--- config.mk ---
export PLATFORM = sky130hd
export DESIGN_NAME = dram_arbiter
export DESIGN_NICKNAME = d
export VERILOG_FILES = /design/src/rtl/rvj1_defines.sv /design/src/rtl/rr_arbiter2.sv /design/src/rtl/dram_arbiter.sv
export SDC_FILE = /design/constraint.sdc
export NUM_CORES = 1
export LEC_CHECK = 0
export BUFFER_PORTS_ARGS = -buffer_cell sky130_fd_sc_hd__buf_2
export CORE_AREA = 2 2 112 114
export CTS_CLUSTER_DIAMETER = 30
export DETAILED_ROUTE_END_ITERATION = 8
export DIE_AREA = 0 0 114 116
export PLACE_DENSITY = 0.56
export SETUP_SLACK_MARGIN = 0.4
export SLEW_MARGIN = 20
export SYNTH_ARGS = -nofsm -noshare
export SYNTH_HDL_FRONTEND = slang
export SYNTH_SLANG_ARGS = --single-unit
--- constraint.sdc ---
create_clock -name wb_clk_i -period 2.7 [get_ports wb_clk_i]
set_input_delay 0.405 -clock wb_clk_i [delete_from_list [all_inputs] [get_ports wb_clk_i]]
set_output_delay 0.405 -clock wb_clk_i [all_outputs]
set_load 0.03 [all_outputs]
--- src/rtl/rvj1_defines.sv ---
// Shared constants for the jedro_1 RAM-side logic: arbiter FSM encodings,
// one-hot grant codes and the default data-RAM window base.
package rvj1_defines;

    localparam logic [1:0] StIdle   = 2'd0;
    localparam logic [1:0] StAccess = 2'd1;
    localparam logic [1:0] StResp   = 2'd2;

    // Bit 0 is the CPU, bit 1 the Wishbone slave path.
    localparam logic [1:0] GRANT_CPU  = 2'b01;
    localparam logic [1:0] GRANT_WB   = 2'b10;
    localparam logic [1:0] GRANT_NONE = 2'b00;

    localparam logic [31:0] DEFAULT_BASE_ADDR_RAM = 32'h3000_4000;

endpackage

--- src/rtl/rr_arbiter2.sv ---
// Two-way round-robin picker: masked requests in, one-hot grant out.
// prio_q = 0 lets requester 0 win a tie; each accepted grant hands priority to the other side.
module rr_arbiter2
    import rvj1_defines::*;
(
    input  logic       clk_i,
    input  logic       rst_i,
    input  logic [1:0] req_i,
    input  logic [1:0] mask_i,
    input  logic       advance_i,
    output logic [1:0] grant_o,
    output logic       prio_o
);

    logic       prio_q, prio_d;
    logic [1:0] eff_req;

    always_comb begin
        eff_req = req_i & ~mask_i;
        if (eff_req == 2'b11) begin
            grant_o = prio_q ? GRANT_WB : GRANT_CPU;
        end else begin
            grant_o = eff_req;
        end

        prio_d = prio_q;
        if (advance_i && (grant_o != GRANT_NONE)) begin
            prio_d = grant_o[0];
        end
    end

    always_ff @(posedge clk_i) begin
        if (rst_i) begin
            prio_q <= 1'b0;
        end else begin
            prio_q <= prio_d;
        end
    end

    assign prio_o = prio_q;

endmodule

--- src/rtl/dram_arbiter.sv ---
// Shares the single-port data RAM between the jedro_1 CPU data port and the Wishbone slave,
// one access per grant, fixed two-cycle request-to-ack latency.
module dram_arbiter
    import rvj1_defines::*;
#(
    parameter int unsigned RAM_ADDR_WIDTH_WORDS = 9,
    parameter logic [31:0] BASE_ADDR_RAM        = DEFAULT_BASE_ADDR_RAM
) (
    input  logic                            wb_clk_i,
    input  logic                            wb_rst_i,

    input  logic                            cpu_stb,
    input  logic [3:0]                      cpu_we,
    input  logic [31:0]                     cpu_addr,
    input  logic [31:0]                     cpu_wdata,
    output logic [31:0]                     cpu_rdata,
    output logic                            cpu_ack,
    output logic                            cpu_err,

    input  logic                            wbs_cyc_i,
    input  logic                            wbs_stb_i,
    input  logic                            wbs_we_i,
    input  logic [3:0]                      wbs_sel_i,
    input  logic [31:0]                     wbs_dat_i,
    input  logic [31:0]                     wbs_adr_i,
    output logic                            wbs_ack_o,
    output logic [31:0]                     wbs_dat_o,

    output logic                            ram_clk0,
    output logic                            ram_csb0,
    output logic                            ram_web0,
    output logic [3:0]                      ram_wmask0,
    output logic [RAM_ADDR_WIDTH_WORDS-1:0] ram_addr0,
    output logic [31:0]                     ram_din0,
    input  logic [31:0]                     ram_dout0
);

    localparam int unsigned AW = RAM_ADDR_WIDTH_WORDS;
    localparam logic [32:0] WinLo = {1'b0, BASE_ADDR_RAM};
    localparam logic [32:0] WinHi = WinLo + (33'd1 << (AW + 2));

    logic [1:0]    state_q, state_d;
    logic [1:0]    grant_q, grant_d;
    logic          csb_q, csb_d;
    logic          web_q, web_d;
    logic [3:0]    wmask_q, wmask_d;
    logic [AW-1:0] addr_q, addr_d;
    logic [31:0]   din_q, din_d;
    logic          err_q, err_d;

    logic          cpu_in_win;
    logic          creq, wreq;
    logic [1:0]    arb_mask;
    logic          arb_advance;
    logic [1:0]    arb_grant;
    logic          prio_unused;
    logic          resp_ok;
    logic          addr_bits_unused;

    assign cpu_in_win = ({1'b0, cpu_addr} >= WinLo) && ({1'b0, cpu_addr} < WinHi);
    assign creq       = cpu_stb & cpu_in_win;
    assign wreq       = wbs_cyc_i & wbs_stb_i;

    // The side just served still shows its strobe during RESP, so keep it out of this pick.
    assign arb_mask    = (state_q == StResp) ? grant_q : GRANT_NONE;
    assign arb_advance = (state_q != StAccess);

    rr_arbiter2 u_rr_arbiter2 (
        .clk_i     (wb_clk_i),
        .rst_i     (wb_rst_i),
        .req_i     ({wreq, creq}),
        .mask_i    (arb_mask),
        .advance_i (arb_advance),
        .grant_o   (arb_grant),
        .prio_o    (prio_unused)
    );

    always_comb begin
        state_d = state_q;
        grant_d = grant_q;
        csb_d   = 1'b1;
        web_d   = 1'b1;
        wmask_d = wmask_q;
        addr_d  = addr_q;
        din_d   = din_q;
        err_d   = cpu_stb & ~cpu_in_win & ~err_q;

        if (state_q == StAccess) begin
            state_d = StResp;
        end else if (arb_grant == GRANT_CPU) begin
            state_d = StAccess;
            grant_d = GRANT_CPU;
            csb_d   = 1'b0;
            web_d   = ~(|cpu_we);
            wmask_d = (|cpu_we) ? cpu_we : 4'hF;
            addr_d  = cpu_addr[AW+1:2];
            din_d   = cpu_wdata;
        end else if (arb_grant == GRANT_WB) begin
            state_d = StAccess;
            grant_d = GRANT_WB;
            csb_d   = 1'b0;
            web_d   = ~wbs_we_i;
            wmask_d = wbs_we_i ? wbs_sel_i : 4'hF;
            addr_d  = wbs_adr_i[AW+1:2];
            din_d   = wbs_dat_i;
        end else begin
            state_d = StIdle;
        end
    end

    always_ff @(posedge wb_clk_i) begin
        if (wb_rst_i) begin
            state_q <= StIdle;
            grant_q <= GRANT_NONE;
            csb_q   <= 1'b1;
            web_q   <= 1'b1;
            wmask_q <= 4'h0;
            addr_q  <= '0;
            din_q   <= 32'h0;
            err_q   <= 1'b0;
        end else begin
            state_q <= state_d;
            grant_q <= grant_d;
            csb_q   <= csb_d;
            web_q   <= web_d;
            wmask_q <= wmask_d;
            addr_q  <= addr_d;
            din_q   <= din_d;
            err_q   <= err_d;
        end
    end

    // Reset gates the select and acks so an in-flight access is dropped at the reset edge.
    assign resp_ok    = (state_q == StResp) & ~wb_rst_i;
    assign cpu_ack    = resp_ok & (grant_q == GRANT_CPU);
    assign wbs_ack_o  = resp_ok & (grant_q == GRANT_WB);
    assign cpu_rdata  = cpu_ack ? ram_dout0 : 32'h0;
    assign wbs_dat_o  = wbs_ack_o ? ram_dout0 : 32'h0;
    assign cpu_err    = err_q;

    assign ram_clk0   = wb_clk_i;
    assign ram_csb0   = csb_q | wb_rst_i;
    assign ram_web0   = web_q;
    assign ram_wmask0 = wmask_q;
    assign ram_addr0  = addr_q;
    assign ram_din0   = din_q;

    assign addr_bits_unused = ^{wbs_adr_i[31:AW+2], wbs_adr_i[1:0]};

endmodule

Word level (Yosys, flattened, before mapping)
Cells that the tools add are included.

storage, ports and cells
  flip-flop bits (word level) = 53
  input bits = 174
  output and inout bits = 115
  word-level logic and storage cells = 65

cells by class
  $lt $le $gt $ge = 2
  equality and inequality tests = 8
  mux-type cells = 22
  bitwise operators = 16
  reduce and logical (&&, ||, !) cells = 7

operator list
  cell                                                                 number
  2-to-1 mux 32 bit                                                    4
  greater-or-equal comparator 32 x 30 -> 1 bit, second input constant  1
  < comparator 32 x 30 -> 1 bit, second input constant                 1
  2-to-1 mux 9 bit                                                     2
  2-to-1 mux 4 bit                                                     4
  2-to-1 mux 2 bit                                                     6
  equality test 2 bit, second input constant                           4
  AND 1 bit                                                            7
  equality test 2 x 1 -> 1 bit, second input constant                  3
  2-to-1 mux 1 bit                                                     6
  inverter 1 bit                                                       6
  nonzero test 2 bit                                                   2
  OR reduction 4 bit                                                   1
  AND 2 bit                                                            1
  logical AND 1 bit                                                    2
  inequality test 2 x 1 -> 1 bit, second input constant                1
  inverter 2 bit                                                       1
  AND reduction 2 bit                                                  1
  OR reduction 2 bit                                                   1
  OR 1 bit                                                             1

Longest topological paths before layout
Gate-level depths: netlist of run 1.

  depth after elaboration = 10
  gate-level depth with buffers = 10
  gate-level depth less buffers = 8

Hierarchy
A second synthesis of run 1 with hierarchy kept.

unflattened totals
  cell total of the unflattened synthesis = 338
  area, all modules = 2982.9 µm²

by module, submodules not included
  module        times used  cells each  area each (µm²)
  dram_arbiter  1           329         2890.3
  rr_arbiter2   1           9           92.6

==> results of run 1 <==
state kept, by name, summed over array words and instances, names as in the netlist:
name / count
ram_din0: 32
state_q: 2
cpu_err: 1
ram_wmask0: 4
u_rr_arbiter2.prio_o: 1
csb_q: 1
grant_q: 2
ram_addr0: 9
ram_web0: 1
cell families after synthesis:
group / share of synthesized area, %
adders and majority gates: 1.22
buffers and inverters: 6.58
DFF: 34.4
AOI/OAI and AO/OA: 17.5
and+or+nand+nor: 27.0
muxes: 13.3
cells in the mapped netlist (all sizes together), types with 4 or more instances:
cell type  count
o221ai         5
dfxtp         53
and2          64
nor4           6
nor2          47
mux2i         41
nand2          8
buf           25
a21oi          6
a211oi        41
clkbuf         4
inv            4
path summary, 6_finish.rpt:
check,start,end,depth (start not counted)
setup / recovery,grant_q[0],cpu_rdata[20],5
hold / removal,cpu_stb,cpu_err,2
setup reg to reg,grant_q[1],ram_din0[30],10
hold reg to reg,cpu_err,cpu_err,1
cell type report:
| class | count | area, µm² | share of cell area (%) |
|---|---|---|---|
| timing repair buffer | 297 | 1730 | 33.7 |
| clock inverter | 2 | 13.8 | 0.267 |
| multi-input combinational | 243 | 1930 | 37.4 |
| clock buffer | 10 | 209 | 4.06 |
| sequential | 53 | 1070 | 20.7 |
| inverter | 4 | 15.0 | 0.292 |
| tap | 147 | 184 | 3.57 |
cells in the final DEF, fill, tap and decap left out, drive strengths merged, types with 6 or more instances in the layout:
cell type    n
nand2        8
a211oi      41
and2        64
dfxtp       53
a21oi        6
buf        294
clkbuf      11
nor4         6
nor2        47
mux2i       41
power groups by stage:
stage / Combinational [mW] / Sequential, mW / Clock [mW]
6_report: 0.489 / 0.856 / 0.916
5_1_grt: 0.529 / 0.862 / 0.968
4_1_cts: 0.475 / 0.856 / 0.945
3_5_place_dp: 0.450 / 0.874 / 0.0467
3_3_place_gp: 0.444 / 0.873 / 0.0467
2_1_floorplan: 0.155 / 0.967 / 0.0555
timing repair:
item	in CTS	in global routing
pin swaps	5	7
endpoints found under the setup margin	76	97
resized for setup	20	7
gates cloned	2	2
buffers inserted	5	4
worst reg2reg max path, stage by stage (launching register included):
cell and delay, ns:
dfxtp_4 0.34, and3b_2 0.22, o221ai_4 0.20, nor4_4 0.05, buf_4 0.16, or2_4 0.27, ha_4 0.19, buf_12 0.15
buf_4 0.16, mux2i_1 0.21, a211oi_2 0.09
layer usage:
layer / GRT usage, % / up-vias / share of wire [%]
met2: 26.5 / 188 / 51
met3: 4.39 / 20 / 8.8
li1: - / 1703 / -
met1: 15.2 / 1538 / 38
met5: 0 / - / 0
met4: 5.77 / 0 / 2.2
==> impl_results.md, run 1 <==
- Power Density: between 400 and 500 nW/µm²
- Slew @ Worst Pin: 0.748 ns
- Layout fillers: 1153
- Asr flop ratio synth: 0%
- Die Area: around 13000 µm²
- Final worst setup slack: roughly 0.5 ns
- Skew-Pair Late Insertion Delay: 0.41 ns
- Crit path max fanout: 33
- Design Power: 2.26 mW
- Tcrit/Tclk final: 81.2%
- Synth Register Bits: 53
- Worst hold path class: in2reg
- Post-synth EDFFs: 0
- Wire per inst: approximately 14 µm
- IO buf count: approximately 260
- Register area share after synthesis: 34.4%
- Worst endpoint required time: 2.30 ns
- CTS tree: built
- Vias in the first global route: 3179
- Synth top area share: 34.4%
- Placed cell count: 732
- Final hold slack: 0.314 ns
- Clock slew at reported path FFs: ~0.070 ns
- Iter 0 DRT Violations: 48
- Synth area leaders: dfxtp_1, mux2i_1, and2_1
- CP arrival: 1.79 ns
- Fmax: 456 MHz
- Share of layout cells above drive strength 1: 59.3%
- Sw Ratio: approximately 30%
- Seq pwr share: 37.9%
- RSZ-0062 raised after global routing: yes
- RD Place Congestion: 0.745
- Total internal power: approximately 1.6 mW
- Post-synth top flop: dfxtp_1
- Count of different cell masters after synthesis: 38
- R2R setup slack: 0.51 ns
- Slew Limit Headroom: 50.1%
- Switching pwr: 0.666 mW
- Hold buffer count at cts: 0
- Maximum VDD drop: 0.413 mV
- Number of primary I/O pins: ~290
- Initial antenna violation count: 0
- WL final: between 10000 and 15000 µm
- Starting Density: between 20% and 30%
- Site Rows: 40
- DRC: 0
- DRT antenna net count: 0
- Layout Utilization: 43.2%
- Vias/cell: 4.56
- Antenna Cells: 0
- Crit path largest cell delay: 0.41 ns
- Synth Cell Area: 3080 µm²
- Critical path cell sequence: inv_2 > nor4_4 > buf_6 > and2_1 > buf_2
- Vias post-DR: 3449
- Endpoints failing setup: 0
- Fin. Hold Viols: 0
- First-pass GRT wire length: 14900 µm
- Outcome: finished, final reports clean
- Final net count: between 700 and 800
- Cell taking the most area after synthesis: dfxtp_1
- Fin cells: 756
- Net count after synthesis: roughly 510
- Worst setup EP type: output pin
- Synthesis-to-finish area growth: 67.1%
- Post-place setup slack: -0.00957 ns
- Post-Synthesis Mean Instance Area: 9.36 µm²
- Combinational share of power: 21.6%
- DPL Wire Length: roughly 7800 µm
- Drt first pass iters: 4
- Die W: around 110 µm
- Synthesis Warnings: 0
- Pin count of the biggest net entering global routing: 54
- Global route total overflow: 0
- Fin crit period: 2.19 ns
- Slowest stage cell, crit path: dfxtp_1
- Post-Synthesis Cells: 329
- Max_cap viols: 0
- Clock share of power: 40.5%
- Total GRT Usage: 14.3%
- Design area: 5150 µm²
- Worst Skew: around 0.009 ns
- Lkg Pwr: between 2 and 2.5 nW
- Die Height: 116 µm
- Buf+Inv Stages, Crit Path: 3
- Critical Path Source Type: register
- Cell family with most CP delay: buffers and inverters
- Dpl cell area: between 4000 and 5000 µm²
- Pins over their slew limit: 0
- TNS Setup: 0 ns
- Core ar.: 11900 µm²
- Crit Path Category: reg2out
(Power assumes the default switching activity.)
==> run 2, diff against run 1 <==
clock period = 2.3 ns   (was 2.7 ns; I/O delays follow)
==> run 2 against run 1 <==
  * Power increased by 25%
  * Register-to-register slack lost 0.40 ns
  * Die area did not move
  * First-iteration DRC count is 79% higher
  * Non-clock buffer count is 24 higher
  * Critical endpoint is now ram_din0[22]
  * Largest cell class is now buffers
  * Highest routed layer unchanged
==> impl_results.md, run 2 (same netlist as run 1, synthesis figures left out) <==
- IO buf count: 263 (unchanged)
- Total internal power: 1.98 mW (was 1.59 mW)
- Synthesis-to-finish area growth: 107% (was 67.1%)
- First-pass GRT wire length: 16700 µm (was 14900 µm)
- Combinational share of power: 23.8% (was 21.6%)
- Dpl cell area: 4630 µm² (was 4620 µm²)
- Lkg Pwr: 2.87 nW (was 2.50 nW)
- CTS tree: built (unchanged)
- Core ar.: 11900 µm² (unchanged)
- Clock slew at reported path FFs: 0.07 ns (about the same)
- Wire per inst: 16.2 µm (was 13.7 µm)
- Crit path largest cell delay: 0.32 ns (was 0.41 ns)
- Iter 0 DRT Violations: 86 (was 48)
- Hold buffer count at cts: 0 (unchanged)
- Power Density: 443 nW/µm² (was 439 nW/µm²)
- Skew-Pair Late Insertion Delay: 0.41 ns (about the same)
- Vias/cell: 4.67 (was 4.56)
- Critical Path Source Type: register (unchanged)
- Total GRT Usage: 16.3% (was 14.3%)
- Global route total overflow: 0 (unchanged)
- WL final: 12600 µm (was 10300 µm)
- Worst Skew: 0.00777 ns (was 0.00907 ns)
- Die Area: 13200 µm² (unchanged)
- Vias post-DR: 3646 (was 3449)
- Final worst setup slack: 0.112 ns (was 0.507 ns)
- RSZ-0062 raised after global routing: yes (unchanged)
- Fin crit period: between 2 and 2.5 ns
- Fmax: 457 MHz
- CP arrival: 2.47 ns (was 1.79 ns)
- Layout fillers: 1048 (was 1153)
- Antenna Cells: 0 (unchanged)
- Design area: 6360 µm² (was 5150 µm²)
- Switching pwr: 0.841 mW (was 0.666 mW)
- Most common cell after layout, fill and taps aside: buf_2 (unchanged)
- Pins over their slew limit: 0 (unchanged)
- Seq pwr share: 35.9% (was 37.9%)
- DRT antenna net count: 0 (unchanged)
- Share of layout cells above drive strength 1: 76.5% (was 59.3%)
- Worst setup EP type: register (was output pin)
- Worst endpoint required time: 2.58 ns (was 2.30 ns)
- Worst hold path class: in2reg (unchanged)
- Max_cap viols: 0 (unchanged)
- DPL Wire Length: 7630 µm (was 7780 µm)
- Initial antenna violation count: 0 (unchanged)
- Max reg flops: 32 (unchanged)
- RD Place Congestion: 0.744 (was 0.745)
- Critical path cell sequence: and3b_2 > o221ai_4 > nor4_4 > or2_1 > ha_4 > buf_6 > bufbuf_16 > mux2i_1 > a211oi_2 (was inv_2 > nor4_4 > buf_6 > and2_1 > buf_2)
- Fin. Hold Viols: 0 (unchanged)
- Crit path max fanout: 6 (was 33)
- Site Rows: 40 (unchanged)
- Crit Path Category: reg2reg (was reg2out)
- Clock share of power: 40.4% (was 40.5%)
- Die W: 114 µm (unchanged)
- Maximum VDD drop: 0.496 mV (was 0.413 mV)
- Slowest stage cell, crit path: dfxtp_2 (was dfxtp_1)
- Pin count of the biggest net entering global routing: 34 (was 54)
- Tcrit/Tclk final: 95.1%
- DRC: 0 (unchanged)
- Drt first pass iters: 4 (unchanged)
- Endpoints failing setup: 0 (unchanged)
- Vias in the first global route: 3454 (was 3179)
- Number of primary I/O pins: 289 (unchanged)
- Slew @ Worst Pin: 0.501 ns (was 0.748 ns)
- Outcome: finished, final reports clean (unchanged)
- Starting Density: 25.9% (unchanged)
- Slew Limit Headroom: 66.5% (was 50.1%)
- Commonest cells after routing, fill and taps aside: buf_2, buf_6, and2_4, dfxtp_1 (was buf_2, and2_1, dfxtp_1, nor2_1, mux2i_1)
- Die Height: 116 µm (unchanged)
- Post-place setup slack: -0.187 ns (was -0.00957 ns)
- Final net count: 809 (was 785)
- Sw Ratio: 29.8% (was 29.5%)
-- run 2: changes by cell type in the layout (fill, tap and decap cells not counted), sizes merged --
| cell | delta |
|---|---|
| bufbuf | -1 |
| buf | +25 |
-- run 2: power groups by stage --
stage / logic, mW / clock network, mW / registers, mW
2_1_floorplan: 0.185 / 0.0651 / 1.14
3_3_place_gp: 0.521 / 0.0548 / 1.02
3_5_place_dp: 0.529 / 0.0548 / 1.03
4_1_cts: 0.625 / 1.15 / 1.01
5_1_grt: 0.719 / 1.21 / 1.02
6_report: 0.671 / 1.14 / 1.01
-- run 2: per-stage QoR --
step | util, % | hold slack, ns | total power [mW] | cells | TNS [ns]
after global routing | 53.4 | 0.241 | 2.95 | 780 | -0.0785
final | 53.4 | 0.248 | 2.82 | 780 | 0
after global placement | 38.9 | 0.414 | 1.60 | 733 | -3.49
after CTS | 46.6 | 0.241 | 2.78 | 771 | 0
after detailed placement | 38.9 | 0.421 | 1.61 | 733 | -5.98
after floorplan | - | 0.453 | 1.39 | 329 | 0
-- run 2: worst paths after layout --
check	from	cells after the start	end	slack, ns
max	state_q[0]	9	ram_din0[22]	0.11
min	wbs_sel_i[0]	3	ram_wmask0[0]	0.25
max reg2reg	state_q[0]	9	ram_din0[22]	0.11
min reg2reg	cpu_err	1	cpu_err	0.42
-- run 2: layout make-up --
type / instances / area, µm² / area share (%)
sequential: 53 / 1060 / 16.7
tap: 147 / 184 / 2.89
clock buffer: 10 / 225 / 3.54
clock inverter: 2 / 17.5 / 0.275
multi-input combinational: 243 / 2250 / 35.3
inverter: 4 / 15.0 / 0.236
timing repair buffer: 321 / 2610 / 41.0
-- run 2: what timing repair did --
action / in CTS / in global routing
endpoints found under the setup margin: 118 / 118
pin swaps: 16 / 52
cloned: 14 / 5
gates resized for setup: 66 / 294
setup buffers: 13 / 4
hold endpoints to repair: 0 / 0
-- run 2: metal layers --
metal / share of wire [%] / track usage (%) / up-vias
met5: 0 / 0 / -
met4: 1.8 / 4.72 / 0
met2: 53 / 32.5 / 197
li1: - / - / 1760
met1: 38 / 16.9 / 1669
met3: 7.7 / 3.97 / 20
-- run 2: critical path: cells and delay by family (launching register included) --
| family | cells | cell delay [ns] |
|---|---|---|
| buffers and inverters | 2 | 0.39 |
| AOI/OAI and AO/OA | 2 | 0.20 |
| DFF | 1 | 0.32 |
| and+or+nand+nor | 3 | 0.70 |
| adders and majority gates | 1 | 0.21 |
| muxes | 1 | 0.23 |
